[src/rtl/conv_window_sched.sv]
// Convolution window address scheduler: walks every stride-1 output position of a
// square map and emits the ksize x ksize input addresses of each window in raster order.
module conv_window_sched #(
  parameter int ADDR_W = 16,
  parameter int SIZE_W = 8,
  parameter int K_W    = 4
) (
  input  logic              clk,
  input  logic              rst,
  input  logic              start,
  input  logic [SIZE_W-1:0] size,
  input  logic [K_W-1:0]    ksize,
  input  logic [ADDR_W-1:0] base_addr,
  output logic              busy,
  output logic              cfg_err,
  output logic              addr_valid,
  input  logic              addr_ready,
  output logic [ADDR_W-1:0] addr,
  output logic              win_first,
  output logic              win_last,
  output logic [SIZE_W-1:0] out_row,
  output logic [SIZE_W-1:0] out_col,
  output logic              done
);

  typedef enum logic {IDLE, RUN} state_t;

  state_t            state_q, state_d;
  logic              busy_q, busy_d;
  logic              valid_q, valid_d;
  logic              cfg_err_q, cfg_err_d;
  logic              done_q, done_d;
  logic [SIZE_W-1:0] or_q, or_d, oc_q, oc_d;
  logic [K_W-1:0]    kr_q, kr_d, kc_q, kc_d;
  logic [SIZE_W-1:0] size_q, size_d;
  logic [K_W-1:0]    ksize_q, ksize_d;
  logic [ADDR_W-1:0] base_q, base_d;

  logic [SIZE_W-1:0] span;
  logic              kc_last, kr_last, oc_last, or_last;
  logic              cfg_bad;
  logic [ADDR_W-1:0] row_idx, addr_raw;

  assign span    = size_q - SIZE_W'(ksize_q);
  assign kc_last = (kc_q == K_W'(ksize_q - K_W'(1)));
  assign kr_last = (kr_q == K_W'(ksize_q - K_W'(1)));
  assign oc_last = (oc_q == span);
  assign or_last = (or_q == span);
  assign cfg_bad = (ksize == '0) || (size == '0) || (SIZE_W'(ksize) > size);

  assign row_idx  = ADDR_W'(or_q) + ADDR_W'(kr_q);
  assign addr_raw = base_q + row_idx * ADDR_W'(size_q) + ADDR_W'(oc_q) + ADDR_W'(kc_q);

  always_comb begin
    state_d   = state_q;
    busy_d    = busy_q;
    valid_d   = valid_q;
    cfg_err_d = 1'b0;
    done_d    = 1'b0;
    or_d      = or_q;
    oc_d      = oc_q;
    kr_d      = kr_q;
    kc_d      = kc_q;
    size_d    = size_q;
    ksize_d   = ksize_q;
    base_d    = base_q;
    case (state_q)
      IDLE: begin
        if (start) begin
          if (cfg_bad) begin
            cfg_err_d = 1'b1;
          end else begin
            size_d  = size;
            ksize_d = ksize;
            base_d  = base_addr;
            or_d    = '0;
            oc_d    = '0;
            kr_d    = '0;
            kc_d    = '0;
            state_d = RUN;
            busy_d  = 1'b1;
            valid_d = 1'b1;
          end
        end
      end
      RUN: begin
        if (valid_q && addr_ready) begin
          // Odometer step: kc innermost, carry ripples out to or.
          kc_d = kc_last ? '0 : kc_q + K_W'(1);
          if (kc_last) begin
            kr_d = kr_last ? '0 : kr_q + K_W'(1);
            if (kr_last) begin
              oc_d = oc_last ? '0 : oc_q + SIZE_W'(1);
              if (oc_last) begin
                if (or_last) begin
                  or_d    = '0;
                  state_d = IDLE;
                  busy_d  = 1'b0;
                  valid_d = 1'b0;
                  done_d  = 1'b1;
                end else begin
                  or_d = or_q + SIZE_W'(1);
                end
              end
            end
          end
        end
      end
      default: state_d = IDLE;
    endcase
  end

  always_ff @(posedge clk) begin
    if (rst) begin
      state_q   <= IDLE;
      busy_q    <= 1'b0;
      valid_q   <= 1'b0;
      cfg_err_q <= 1'b0;
      done_q    <= 1'b0;
      or_q      <= '0;
      oc_q      <= '0;
      kr_q      <= '0;
      kc_q      <= '0;
      size_q    <= '0;
      ksize_q   <= '0;
      base_q    <= '0;
    end else begin
      state_q   <= state_d;
      busy_q    <= busy_d;
      valid_q   <= valid_d;
      cfg_err_q <= cfg_err_d;
      done_q    <= done_d;
      or_q      <= or_d;
      oc_q      <= oc_d;
      kr_q      <= kr_d;
      kc_q      <= kc_d;
      size_q    <= size_d;
      ksize_q   <= ksize_d;
      base_q    <= base_d;
    end
  end

  assign busy       = busy_q;
  assign cfg_err    = cfg_err_q;
  assign done       = done_q;
  assign addr_valid = valid_q;
  assign addr       = valid_q ? addr_raw : '0;
  assign win_first  = valid_q && (kr_q == '0) && (kc_q == '0);
  assign win_last   = valid_q && kr_last && kc_last;
  assign out_row    = or_q;
  assign out_col    = oc_q;

endmodule

[config.mk]
export PLATFORM = sky130hd
export DESIGN_NAME = conv_window_sched
export DESIGN_NICKNAME = d
export VERILOG_FILES = /design/src/rtl/conv_window_sched.sv
export SDC_FILE = /design/constraint.sdc
export NUM_CORES = 1
export LEC_CHECK = 0
export ABC_AREA = 1
export CAP_MARGIN = 25
export CORE_MARGIN = 8
export CORE_UTILIZATION = 59
export CTS_CLUSTER_SIZE = 24
export DETAILED_ROUTE_END_ITERATION = 6
export PLACE_DENSITY_LB_ADDON = 0.12
export SLEW_MARGIN = 10
export SYNTH_ARGS = -nofsm -noshare
export SYNTH_HDL_FRONTEND = slang
export SYNTH_SLANG_ARGS = --single-unit
[constraint.sdc]
create_clock -name clk -period 8.3 [get_ports clk]
set_input_delay 1.245 -clock clk [delete_from_list [all_inputs] [get_ports clk]]
set_output_delay 1.245 -clock clk [all_outputs]
set_load 0.03 [all_outputs]
* Yosys cells after proc, flatten, opt, wreduce, memory -nomap -nowiden
Cells that the tools add are included.
** Cells by class
- Add/sub/neg operators :: 10
- Multiply operators :: 1
- $lt $le $gt $ge :: 1
- Equal/unequal tests :: 11
- Multiplexer cells :: 41
- Bitwise gates (word level) :: 7
- Reductions and logical operators :: 19
** Operator list (number)
- 2-to-1 mux 8 bit :: 11
- one-hot mux 8 bit (2 select lines) :: 2
- 2-to-1 mux 4 bit :: 7
- adder 16 bit :: 1
- adder 16 x 4 -> 16 bit :: 1
- adder 16 x 8 -> 16 bit :: 1
- adder 8 x 1 -> 8 bit (second input constant) :: 2
- equality test 8 bit :: 2
- multiplier 9 x 8 -> 16 bit :: 1
- 2-to-1 mux 1 bit :: 16
- 2-to-1 mux 16 bit :: 1
- one-hot mux 4 bit (2 select lines) :: 2
- logical NOT 4 bit :: 3
- inequality test 2 x 1 -> 1 bit (second input constant) :: 5
- adder 8 x 4 -> 9 bit :: 1
- adder 4 x 1 -> 4 bit (second input constant) :: 2
- equality test 4 bit :: 2
- > comparator 4 x 8 -> 1 bit :: 1
- logical NOT 8 bit :: 1
- subtractor 8 x 4 -> 8 bit :: 1
- inverter 1 bit :: 7
- AND reduction 7 bit :: 1
- AND reduction 3 bit :: 2
- AND reduction 6 bit :: 1
- 9 further kinds :: 16
** Storage, ports and cells
- Bits in registers :: 56
- Input port bits :: 32
- Output and inout port bits :: 38
- Logic and storage cells :: 101

* Longest topological paths before layout
Gate-level depths: netlist of the first run.
- Word-level depth :: 8
- Depth in mapped cells :: 29

* Worst setup path after synthesis of the first run
Ideal clock, no wire load.
- Path type :: flip-flop to output port
- From :: register or_q[0], in the netlist out_row[0]
- To :: output addr[15]
- Arrival :: 6.378 ns
- Slack :: 0.677 ns
- Stages on the path, launching flop included :: 28
- Buffers on the path :: 1
- Cells stage by stage :: dfxtp_1 ha_1 inv_1 fa_1 o21ai_0 inv_1 o21ai_0 and2_1 clkbuf_1 nand2_1 fa_1 inv_1 fa_1 inv_1 fa_1 inv_1 fa_1 inv_1 fa_1 inv_1 ha_1 a21oi_1 o21ai_0 nand2_1 nand3_1 a211oi_1 o21ai_0 a21oi_1
** Between the ends
- Word-level cells in the longest chain between the ends :: 6
** Ends and longest elaborated chain
- start, declared :: line 33 : logic [SIZE_W-1:0] or_q, or_d, oc_q, oc_d;
- start signal, assigned :: line 133 : or_q <= or_d;
- adder 8 x 4 -> 9 bit :: line 51 : assign row_idx = ADDR_W'(or_q) + ADDR_W'(kr_q);
- multiplier 9 x 8 -> 16 bit :: line 52 : assign addr_raw = base_q + row_idx * ADDR_W'(size_q) + ADDR_W'(oc_q) + ADDR_W'(kc_q);
- adder 16 bit :: line 52
- adder 16 x 8 -> 16 bit :: line 52
- adder 16 x 4 -> 16 bit :: line 52
- 2-to-1 mux 16 bit :: line 147 : assign addr = valid_q ? addr_raw : '0;
- end, declared :: line 18 : output logic [ADDR_W-1:0] addr,
No other way between the ends.

* Worst setup path after layout of the first run
- From :: register kr_q[2]
- To :: output addr[10]
** Between the ends
- Word-level cells in the longest chain between the ends :: 6
** Ends and longest elaborated chain
- start, declared :: line 34 : logic [K_W-1:0] kr_q, kr_d, kc_q, kc_d;
- start signal, assigned :: line 135 : kr_q <= kr_d;
- adder 8 x 4 -> 9 bit :: line 51
- multiplier 9 x 8 -> 16 bit :: line 52
- adder 16 bit :: line 52
- adder 16 x 8 -> 16 bit :: line 52
- adder 16 x 4 -> 16 bit :: line 52
- 2-to-1 mux 16 bit :: line 147
No other way between the ends.

==> reports/results.txt, run 1 <==
Final Max Tran Viols: 0
vias in the first global route: 5963
commonest cells in the netlist: 190 x inv_1, 183 x nand2_1, 73 x nor2_1, 68 x fa_1, 67 x ha_1
Final GP Congestion: 0.901
clock skew: 0.00870 ns
hpwl dp: 13900 um
Rel. slew slack: 35.7%
wire per inst: 15.1 um
outcome: finished, final reports clean
Main synth FF type: dfxtp_1
share of layout cells above drive strength 1: 6.47%
number of synthesized flops with an enable pin: 0
Min Hold Slack: 0.472 ns
most common cell in the synthesized netlist: inv_1
CP Data Required Time: 7.05 ns
actual slew at the worst max-slew pin: 0.964 ns
fin crit share: 95.4%
Mapped Nets: 1094
routed via count: 6039
total of max-cap violations: 0
number of iterations in the first detailed-routing pass: 5
sequential cell area fraction in the yosys report: 16.7%
FMAX: 126 MHz
Pleak: 3.86 nW
Ys Warns: 0
Skew-Pair Late Insertion Delay: 0.32 ns
synth unique cells: 41
synthesized flop and latch total: 56
Die Wd: 123 um
number of buffers created by CTS: 5
Synth top area share: 20.2%
Final setup viols: 0
initial antenna violation count: 0
crit-path max cell delay: 0.68 ns
total wire length: 17100 um
row count: 39
main combinational cell family by area after synthesis: adder cells
FFs w/ async S/R, synth: 0%
nets: 1155
ant diodes: 0
clk buf depth: 2
Die H: 123 um
cell taking the most area after synthesis: fa_1
first-pass GRT wire length: 28600 um
Placement Cell Area: 0.00754 sq mm
Hold-fix buffers, CTS: 0
CTS Root Cell: clkbuf_16
Routed Antenna Nets: 0
Mean Syn Cell Area: 7.26 sq um
Hold Crit Class: flop to flop
post-synthesis cell count: 927
Die ar.: 0.0151 sq mm
CP Capture Type: primary output
RSZ-0062 raised after global routing: no
Simple-Gate Fraction of Synth Area: 24.9%
largest net degree at the start of global routing: 47
Crit-path slowest cell: clkdlybuf4s50_1
H-tree depth: 2
pwr/cell area: 115 mW/mm^2
count of final hold-check violations: 0
Synth area leaders: fa_1 20%, dfxtp_1 17%, ha_1 12%, inv_1 11%, nand2_1 10%
clock sinks: 56
Data arrival, critical path: 6.68 ns
TNS Setup: 0 ns
Total GRT Usage: 23.8%
multiplexer area fraction after synthesis: 0%
vias per cell: 5.33
cell area after synthesis: 0.00673 sq mm
Port Buffers: 69
Compound-Gate Fraction of Synth Area: 9.47%
startpoint types: flop
CTS clk-pin slew, worst paths: 0.09 ns
Final Cell Area: 0.00772 sq mm
CORE AREA: 0.0113 sq mm
Post-Synth XOR/XNOR Area: 3.52%
CTS tree: built
Max VDD drop: 0.109 mV
initial DRC count: 472
crit-path max FO: 6
DR DRC count: 0
P&R area growth vs syn: 14.8%
initial core utilization: 59.7%
adder-cell share of the synthesized area: 32.7%
Crit path top cell by count: inv_1
critical path class: flop to primary output
IO Pins: 70
grt total ovfl: 0
Final Critical Period: 7.92 ns
## sequential cells by signal, summed over array words and instances, names as in the netlist
signal      flops
cfg_err         1
ksize_q         4
kc_q            4
addr_valid      1
size_q          8
kr_q            4
base_q         16
out_col         8
done            1
out_row         8
state_q         1
## power by group
group	switching, mW	total (mW)	internal (mW)
Sequential	0.0287	0.315	0.286
Combinational	0.214	0.339	0.125
Clock	0.118	0.235	0.117
Total	0.361	0.889	0.527
## placed cells by master, fill, tap and decap left out, types with 4 or more instances in the layout
| cell | Yosys | routed |
|---|---|---|
| nand2_2 | 10 | 10 |
| dfxtp_1 | 56 | 56 |
| nand3_2 | 7 | 7 |
| buf_4 | 2 | 7 |
| clkdlybuf4s50_1 | 0 | 62 |
| ha_1 | 67 | 66 |
| a21oi_1 | 65 | 64 |
| xor2_1 | 17 | 16 |
| nor2_1 | 73 | 72 |
| nand2_1 | 183 | 183 |
| nand4_1 | 11 | 11 |
| nand3_1 | 53 | 53 |
| o21ai_0 | 39 | 38 |
| dlymetal6s2s_1 | 0 | 4 |
| inv_1 | 190 | 190 |
| xnor2_1 | 10 | 10 |
| fa_1 | 68 | 68 |
| inv_2 | 4 | 4 |
| nor3_1 | 15 | 15 |
| clkbuf_16 | 0 | 5 |
## through the flow
stage                     power [mW]  util [%]  worst slack, ns  cells
after floorplan                0.559         -            0.677    927
after global placement         0.653      66.9            0.326   1124
after detailed placement       0.657      66.9            0.269   1124
after CTS                      0.893      68.2           0.0362   1132
after global routing           0.951      68.5           0.0507   1132
final                          0.889      68.5            0.378   1132
## per-layer routing
metal	vias up	global-route usage, %	share of wire, %
li1	2997	-	-
met1	2821	31.8	45
met2	200	38.4	46
met3	21	5.24	7.7
met4	0	5.94	1.8
met5	-	0	0
## worst paths after layout
kind	start	depth (start not counted)	slack (ns)	endpoint
setup / recovery	kr_q[2]	27	0.38	addr[10]
hold reg to reg	base_q[6]	2	0.47	base_q[6]
hold / removal	base_q[6]	2	0.47	base_q[6]
setup reg to reg	size_q[0]	16	5.43	out_col[7]
## worst max-delay path, delay by kind of cell (launching register included)
kind | cells | cell delay [ns]
XOR/XNOR | 1 | 0.07
flip-flops | 1 | 0.39
AND/OR/NAND/NOR | 8 | 1.12
AO/OA/AOI/OAI | 4 | 0.43
adder cells (fa/ha/maj) | 7 | 3.19
buffers and inverters | 7 | 1.16
## layout make-up
| class | count | area, sq um |
|---|---|---|
| inverter | 198 | 748 |
| timing repair buffer | 76 | 738 |
| tap | 143 | 179 |
| clock buffer | 5 | 125 |
| multi-input combinational | 651 | 4780 |
| sequential | 56 | 1120 |
| clock inverter | 3 | 28.8 |
| fill | 1006 | 3550 |
## repair_timing
| action | in CTS | in global routing |
|---|---|---|
| pin swaps | 0 | 1 |
| setup endpoints to repair | 3 | 9 |
| resized for setup | 3 | 17 |
| setup buffers | 0 | 0 |
## cell families (layout without fill, tap and decap cells)
logic type / count (synthesis) / after routing
AO/OA/AOI/OAI: 118 / 118
XOR/XNOR: 27 / 27
adder cells (fa/ha/maj): 135 / 135
buffers and inverters: 220 / 282
flip-flops: 56 / 56
AND/OR/NAND/NOR: 371 / 371
(Power assumes the default switching activity.)
==> run 2, diff against run 1 <==
--- a/config.mk
+++ b/config.mk
@@ -11,7 +11,8 @@
 export CORE_UTILIZATION = 59
 export CTS_CLUSTER_SIZE = 24
 export DETAILED_ROUTE_END_ITERATION = 6
-export PLACE_DENSITY_LB_ADDON = 0.12
+export GPL_ROUTABILITY_DRIVEN = 1
+export PLACE_DENSITY = 0.83
 export SLEW_MARGIN = 10
 export SYNTH_ARGS = -nofsm -noshare
 export SYNTH_HDL_FRONTEND = slang
==> reports/results.txt, run 2 (synthesized netlist as in run 1, its figures left out) <==
met2 GRT Util: 38.8%
largest net degree at the start of global routing: 47
DR DRC count: 0
Die H: 123 um
leading cell types in the layout, fill and taps excluded: 189 x inv_1, 183 x nand2_1, 73 x nor2_1, 68 x fa_1, 66 x ha_1
sequential cell area: 0.00112 sq mm
combinational power share: 38.5%
Seq pwr share: 35.4%
Final setup viols: 0
met1 Use GR: 32.2%
clk buf depth: 2
nets: 1154
row count: 39
area of the multi-input gates: 0.00477 sq mm
Data arrival, critical path: 6.63 ns
Hold Crit Class: flop to flop
grt total ovfl: 0
clock skew: 0.00487 ns
Total GRT Usage: 24.2%
number of iterations in the first detailed-routing pass: 5
clock sinks: 56
initial antenna violation count: 0
hpwl dp: 13900 um
FMAX: 127 MHz
pwr/cell area: 115 mW/mm^2
CP Capture Type: primary output
fin crit share: 94.9%
Final GP Congestion: 0.958
H-tree depth: 2
CTS Root Cell: clkbuf_16
CTS clk-pin slew, worst paths: 0.08 ns
Filler Cells Inserted: 939
CORE AREA: 0.0113 sq mm
Rel. slew slack: 38.8%
Die ar.: 0.0151 sq mm
Routed Antenna Nets: 0
routed via count: 6198
first-pass GRT wire length: 29000 um
CTS tree: built
Port Buffers: 69
Top reg by flops: base_q
count of final hold-check violations: 0
clock power share: 26.2%
Final Critical Period: 7.87 ns
total wire length: 17200 um
Net Switching: 0.363 mW
Skew-Pair Late Insertion Delay: 0.31 ns
wire per inst: 15.2 um
crit-path max FO: 5
number of buffers created by CTS: 5
initial core utilization: 59.7%
Top Usage Layer GRT: met2
vias in the first global route: 6003
TNS Setup: 0 ns
CP Data Required Time: 7.05 ns
max reg flops: 16
critical path class: flop to primary output
actual slew at the worst max-slew pin: 0.918 ns
initial DRC count: 440
Final Util: 68.4%
Crit-path slowest cell: clkdlybuf4s50_1
Pleak: 3.85 nW
vias per cell: 5.48
P&R area growth vs syn: 14.5%
Final Max Tran Viols: 0
IO Pins: 70
startpoint types: flop
Hold-fix buffers, CTS: 0
ant diodes: 0
internal power: 0.525 mW
met3 global-route usage: 4.09%
outcome: finished, final reports clean
commonest non-fill, non-tap cell in the layout: inv_1
total of max-cap violations: 0
Max VDD drop: 0.0937 mV
crit-path max cell delay: 0.68 ns
share of layout cells above drive strength 1: 6.68%
Switching Share: 40.9%
Die Wd: 123 um
## run 2: cell types whose count changed in the layout (fill, tap and decap cells not counted), sizes merged
cell	change
buf	-2
clkbuf	+2
clkdlybuf4s50	-1
clkinv	+1
clkinvlp	+1
inv	-2
## run 2: layer usage
metal	share of wire, %	vias up	routed length, um
met2	46	281	7960
met4	2.9	0	491
met5	0	-	0
li1	-	3001	-
met3	8.1	43	1390
met1	43	2873	7350
## run 2: worst paths after layout
kind	start	endpoint	slack, ns	depth (start not counted)
min reg2reg	base_q[1]	base_q[1]	0.47	2
max	out_row[1]	addr[8]	0.43	25
max reg2reg	state_q	out_col[3]	5.24	8
min	base_q[1]	base_q[1]	0.47	2
## run 2: final cells by class
| type | count | area share, % |
|---|---|---|
| multi-input combinational | 651 | 61.9 |
| clock buffer | 5 | 1.62 |
| tap | 143 | 2.32 |
| clock inverter | 3 | 0.357 |
| sequential | 56 | 14.6 |
| inverter | 198 | 9.71 |
| timing repair buffer | 75 | 9.48 |
## run 2: power groups by stage
| stage | clock (mW) | combinational [mW] | sequential (mW) |
|---|---|---|---|
| floorplan | 0 | 0.249 | 0.310 |
| global placement | 0 | 0.330 | 0.319 |
| detailed placement | 0 | 0.335 | 0.319 |
| CTS | 0.234 | 0.340 | 0.313 |
| global route | 0.244 | 0.386 | 0.317 |
| finish | 0.232 | 0.342 | 0.314 |
## run 2: critical path: cells and delay by family, from the launching register on
kind / cells / cell delay [ns]
compound gates: 3 / 0.40
xor+xnor: 2 / 0.50
fa+ha+maj: 7 / 3.24
buf+inv: 7 / 1.16
flops: 1 / 0.42
simple gates: 6 / 0.62
## run 2: through the flow
| stage | hold WS [ns] | setup WS [ns] | instances | total power, mW | cell area (sq um) |
|---|---|---|---|---|---|
| 3_3_place_gp | 0.457 | 0.370 | 1122 | 0.650 | 7520 |
| 5_1_grt | 0.506 | -0.00392 | 1131 | 0.947 | 7700 |
| 3_5_place_dp | 0.462 | 0.213 | 1122 | 0.654 | 7520 |
| 4_1_cts | 0.474 | 0.0983 | 1130 | 0.887 | 7670 |
| 6_report | 0.471 | 0.426 | 1131 | 0.889 | 7700 |
| 2_1_floorplan | 0.449 | 0.677 | 927 | 0.559 | 6730 |
## run 2: timing repair
item                       in CTS  in global routing
resized for setup               4                 24
setup buffers                   0                  1
setup endpoints to repair       4                  9
